`config.mk`:
```
export PLATFORM = sky130hd
export DESIGN_NAME = instr_fetch_queue
export DESIGN_NICKNAME = d
export VERILOG_FILES = /design/src/rtl/instr_fetch_queue.sv
export SDC_FILE = /design/constraint.sdc
export NUM_CORES = 1
export LEC_CHECK = 0
export ABC_AREA = 1
export ABC_CLOCK_PERIOD_IN_PS = 2600
export BUFFER_PORTS_ARGS = -buffer_cell sky130_fd_sc_hd__buf_2
export CORE_MARGIN = 3
export CORE_UTILIZATION = 40
export CTS_BUF_LIST = sky130_fd_sc_hd__clkbuf_8 sky130_fd_sc_hd__clkbuf_16
export CTS_CLUSTER_DIAMETER = 150
export DETAILED_ROUTE_END_ITERATION = 8
export PLACE_DENSITY_LB_ADDON = 0.25
export SYNTH_ARGS = -nofsm -noshare
export SYNTH_HDL_FRONTEND = slang
export SYNTH_SLANG_ARGS = --single-unit
```
`constraint.sdc`:
```
create_clock -name Clk -period 2.6 [get_ports Clk]
set_clock_uncertainty 0.1 [all_clocks]
set_input_delay 0.39 -clock Clk [delete_from_list [all_inputs] [get_ports Clk]]
set_output_delay 0.39 -clock Clk [all_outputs]
set_load 0.005 [all_outputs]
```
`src/rtl/instr_fetch_queue.sv`:
```
// Fetch stage: issues ROM reads for accepted PCs and queues {instr, pc} for the decoder.
// Optional halt detection is compiled in with `define FETCH_HALT_DETECT_EN.
module instr_fetch_queue #(
    parameter int unsigned    L       = 10,
    parameter int unsigned    W       = 9,
    parameter int unsigned    DEPTH   = 2,
    parameter logic [W-1:0]   HALT_OP = 9'h1FF
) (
    input  logic         Clk,
    input  logic         Reset,
    input  logic [L-1:0] FetchAddr,
    input  logic         FetchReq,
    input  logic         Flush,
    output logic         RomEn,
    output logic [L-1:0] RomAddr,
    input  logic [W-1:0] RomData,
    output logic [W-1:0] InstOut,
    output logic [L-1:0] InstPC,
    output logic         InstValid,
    input  logic         InstReady,
    output logic         FetchStall,
    output logic         Halted
);

    localparam int unsigned CW   = $clog2(DEPTH + 1);
    localparam int unsigned PW   = (DEPTH > 1) ? $clog2(DEPTH) : 1;
    localparam int unsigned OccW = CW + 1;

    logic [CW-1:0]   count_q, count_d;
    logic [PW-1:0]   rd_ptr_q, rd_ptr_d;
    logic [PW-1:0]   wr_ptr_q, wr_ptr_d;
    logic            inflight_q, inflight_d;
    logic [L-1:0]    inflight_pc_q, inflight_pc_d;
    logic [W-1:0]    mem_inst_q [DEPTH];
    logic [L-1:0]    mem_pc_q   [DEPTH];

    logic            valid, pop, push, stall, accept, halt_block;
    logic [OccW-1:0] occ;

    function automatic logic [PW-1:0] ptr_inc(input logic [PW-1:0] p);
        return (p == PW'(DEPTH - 1)) ? '0 : p + PW'(1);
    endfunction

    always_comb begin
        valid  = (count_q != '0) & ~Flush;
        pop    = valid & InstReady;
        push   = inflight_q & ~Flush;
        // Occupancy after this cycle, counting the read already in flight.
        occ    = {1'b0, count_q} + {{CW{1'b0}}, inflight_q} - {{CW{1'b0}}, pop};
        stall  = (occ >= OccW'(DEPTH)) | Flush | halt_block;
        accept = FetchReq & ~stall;
    end

`ifdef FETCH_HALT_DETECT_EN
    logic halted_q, halted_d, halt_hit;

    // Stall in the push cycle too, so nothing after the halt is ever fetched.
    assign halt_hit   = push & (RomData == HALT_OP);
    assign halt_block = halted_q | halt_hit;
    assign Halted     = halted_q;

    always_comb begin
        halted_d = halted_q;
        if (Flush) begin
            halted_d = 1'b0;
        end else if (halt_hit) begin
            halted_d = 1'b1;
        end
    end

    always_ff @(posedge Clk or negedge Reset) begin
        if (!Reset) begin
            halted_q <= 1'b0;
        end else begin
            halted_q <= halted_d;
        end
    end
`else
    logic unused_halt_op;
    assign unused_halt_op = ^HALT_OP;
    assign halt_block     = 1'b0;
    assign Halted         = 1'b0;
`endif

    always_comb begin
        count_d       = count_q;
        rd_ptr_d      = rd_ptr_q;
        wr_ptr_d      = wr_ptr_q;
        inflight_d    = accept;
        inflight_pc_d = accept ? FetchAddr : inflight_pc_q;
        if (Flush) begin
            count_d  = '0;
            rd_ptr_d = '0;
            wr_ptr_d = '0;
        end else begin
            if (pop) begin
                rd_ptr_d = ptr_inc(rd_ptr_q);
            end
            if (push) begin
                wr_ptr_d = ptr_inc(wr_ptr_q);
            end
            if (push && !pop) begin
                count_d = count_q + CW'(1);
            end else if (pop && !push) begin
                count_d = count_q - CW'(1);
            end
        end
    end

    always_ff @(posedge Clk or negedge Reset) begin
        if (!Reset) begin
            count_q       <= '0;
            rd_ptr_q      <= '0;
            wr_ptr_q      <= '0;
            inflight_q    <= 1'b0;
            inflight_pc_q <= '0;
            for (int i = 0; i < int'(DEPTH); i++) begin
                mem_inst_q[i] <= '0;
                mem_pc_q[i]   <= '0;
            end
        end else begin
            count_q       <= count_d;
            rd_ptr_q      <= rd_ptr_d;
            wr_ptr_q      <= wr_ptr_d;
            inflight_q    <= inflight_d;
            inflight_pc_q <= inflight_pc_d;
            if (push) begin
                mem_inst_q[wr_ptr_q] <= RomData;
                mem_pc_q[wr_ptr_q]   <= inflight_pc_q;
            end
        end
    end

    // Outputs are forced low while reset is asserted, independent of the inputs.
    assign RomEn      = accept & Reset;
    assign RomAddr    = Reset ? FetchAddr : '0;
    assign FetchStall = stall & Reset;
    assign InstValid  = valid;
    assign InstOut    = mem_inst_q[rd_ptr_q];
    assign InstPC     = mem_pc_q[rd_ptr_q];

endmodule

```
==> summary.txt <==
status -> complete, but fails checks
failing checks -> negative setup slack
TNS Setup -> -0.503 ns
RR Endpoint -> inflight_pc_q[6]
effective utilization at floorplan -> 0.431
Multi-input gate area -> 917 sq um
post-DR wirelength/cell -> 11.9 um
FMAX -> 347 MHz
final hold violations -> 0
die area -> 0.00712 sq mm
Synth Instances -> 277
chip height -> 84.4 um
crit-path cells -> inv_2 > nand2_2 > nand3_2 > inv_2 > ha_4 > or2_4 > fa_1 > nand2_2 > a21oi_2 > nand3_2 > nor2_4 > buf_2
Synth Flop Type -> dfrtp_1
critical path peak fanout -> 2
Global Route Usage Sum -> 0.157
leak pwr -> 1.71 nW
largest net degree at the start of global routing -> 35
Nets -> 376
#FFs+latches synth -> 53
Worst Setup Start Kind -> register
Worst R2R Start -> count_q[1]
fraction of layout instances using a drive strength above 1 -> 0.348
Avg Inst Size Synth -> 8.88 sq um
Post-DP Area -> 0.00286 sq mm
buffers added on ports -> 55
Setup CP Type -> reg -> out
max_cap viols -> 0
Post-Syn Area -> 0.00246 sq mm
Worst path slowest cell -> fa_1
top cell type's share of synthesized area -> 0.539
DR vias -> 1931
row count -> 27
initial antenna violation count -> 0
crit path DAT -> 2.39 ns
DP HPWL -> 3430 um
Max clock buf depth -> 2
CP Depth -> 12
Power Density -> 986 mW/mm^2
Root Buffer -> clkbuf_8
H-tree depth -> 2
Core Box Area -> 0.00571 sq mm
routability cong. -> 0.799
CP delay by family, top -> adder cells
Synth area leader -> dfrtp_1
Tmin final -> 2.88 ns
Tightest Pin Transition -> 0.644 ns
delay of the slowest cell on the worst path -> 0.49 ns
sequential-to-total area share from yosys stat -> 0.539
I/O Pins -> 57
count of cell types in the netlist -> 23
vias in the first global route -> 2031
Worst Path Buf+Inv -> 3
top-count cell post-synth -> nand2_1
Synth area leaders -> dfrtp_1 54%, nand2_1 14%, mux2_2 8.7%
ANT nets after route -> 0
Rel. slew slack -> 0.570
number of vias per cell -> 4.57
diode count -> 0
yosys warns -> 0
FF-to-FF setup slack -> 0.15 ns
Clk Latency, worst-skew pair -> 0.31 ns
commonest cells in the synthesized netlist -> 93 x nand2_1, 53 x dfrtp_1, 37 x inv_1
Die Wd -> 84.4 um
global-route wire length before repair -> 9140 um
Slew Limit Fails -> 0
pre-CTS setup slack -> -0.0607 ns
Max rail drop VDD -> 0.382 mV
period utilization -> 1.11
DRC violations left -> 0
Hold Path Class -> in -> async
CTS tree -> yes
Final setup viols -> 2
Post-Syn Nets -> 303
FF+latch area -> 0.00133 sq mm
Iteration-0 DRC Markers -> 116
GRT Residual Overflow -> 0
CTS sink cnt -> 53
FFs w/ async S/R, synth -> 1.00
Area Growth Syn to Fin -> 24.3%
FILL cells -> 534
Final Cell Area -> 0.00306 sq mm
Num CTS Buffers -> 5
Critical Path RT -> 2.11 ns
crit end category -> output pin
DRT Wirelength -> 5020 um
EDFF count, synth -> 0
DR pass1 iterations -> 4
worst setup margin -> -0.280 ns
clk slew on worst S/H paths -> 0.10 ns
RSZ-0062 raised after global routing -> true
Worst Reg2Reg Path Length in Cells -> 14
-- sequential cells by signal, indices dropped and copies added (netlist names) --
register       flops
mem_pc_q          20
mem_inst_q        18
inflight_pc_q     10
count_q            2
inflight_q         1
rd_ptr_q           1
wr_ptr_q           1
-- final cells by class --
type | instances | area share
Clock buffer | 5 | 0.0225
Timing Repair Buffer | 80 | 0.154
Tap cell | 72 | 0.0295
Sequential cell | 53 | 0.434
Inverter | 40 | 0.0516
Multi-Input combinational cell | 170 | 0.300
Clock inverter | 3 | 0.00860
-- what timing repair did --
item	CTS	global route
setup buffers	14	1
setup endpoints to repair	12	15
hold buffers	1	0
endpoints found under the hold margin	1	0
pin swaps	7	6
gates resized for setup	8	1
-- per-layer routing --
layer / vias to the layer above / wire (um) / GRT usage
met3: 8 / 275 / 0.0304
met2: 53 / 2300 / 0.255
met5: - / 0 / 0
met4: 0 / 104 / 0.0619
met1: 866 / 2340 / 0.208
li1: 1004 / - / -
-- cells by family (layout without fill, tap and decap cells) --
kind of cell / count (synthesis) / count (layout) / synth area share
flip-flops: 53 / 53 / 0.539
multiplexers: 19 / 19 / 0.0870
AND/OR/NAND/NOR: 107 / 107 / 0.174
adder cells (fa/ha/maj): 2 / 2 / 0.0132
AO/OA/AOI/OAI: 41 / 41 / 0.0850
buffers and inverters: 54 / 128 / 0.0997
other: 1 / 1 / 0.00153
-- cell usage in the layout (no fill, tap or decap), drive strengths merged, types with 2 or more instances in the layout --
cell      instances
clkinvlp          2
dfrtp            53
nor2              3
or2               2
buf              79
mux2             19
inv              41
o21ai            40
clkbuf            5
nand2            94
nand3             7
-- report_power, final --
group          internal, mW  switching [mW]
sequential             1.14           0.173
combinational         0.643           0.578
clock                 0.196           0.285
-- through the flow --
| step | hold slack (ns) | power [mW] | util | cells |
|---|---|---|---|---|
| after CTS | 0.169 | 3.08 | 0.539 | 426 |
| after floorplan | -0.00559 | 2.00 | - | 277 |
| after global placement | 0.185 | 2.38 | 0.501 | 405 |
| after global routing | 0.178 | 3.30 | 0.535 | 423 |
| final | 0.172 | 3.01 | 0.535 | 423 |
| after detailed placement | 0.186 | 2.41 | 0.501 | 405 |
-- worst max path at each step --
stage / to / from / slack (ns)
finish: RomEn / count_q[1] / -0.28
global route: RomEn / count_q[1] / -0.38
global placement: RomEn / Flush / -0.05
CTS: RomEn / count_q[1] / -0.37
detailed placement: RomEn / Flush / -0.06
floorplan: RomEn / count_q[1] / -0.09
Note: power is estimated with default switching activity, not from simulation.
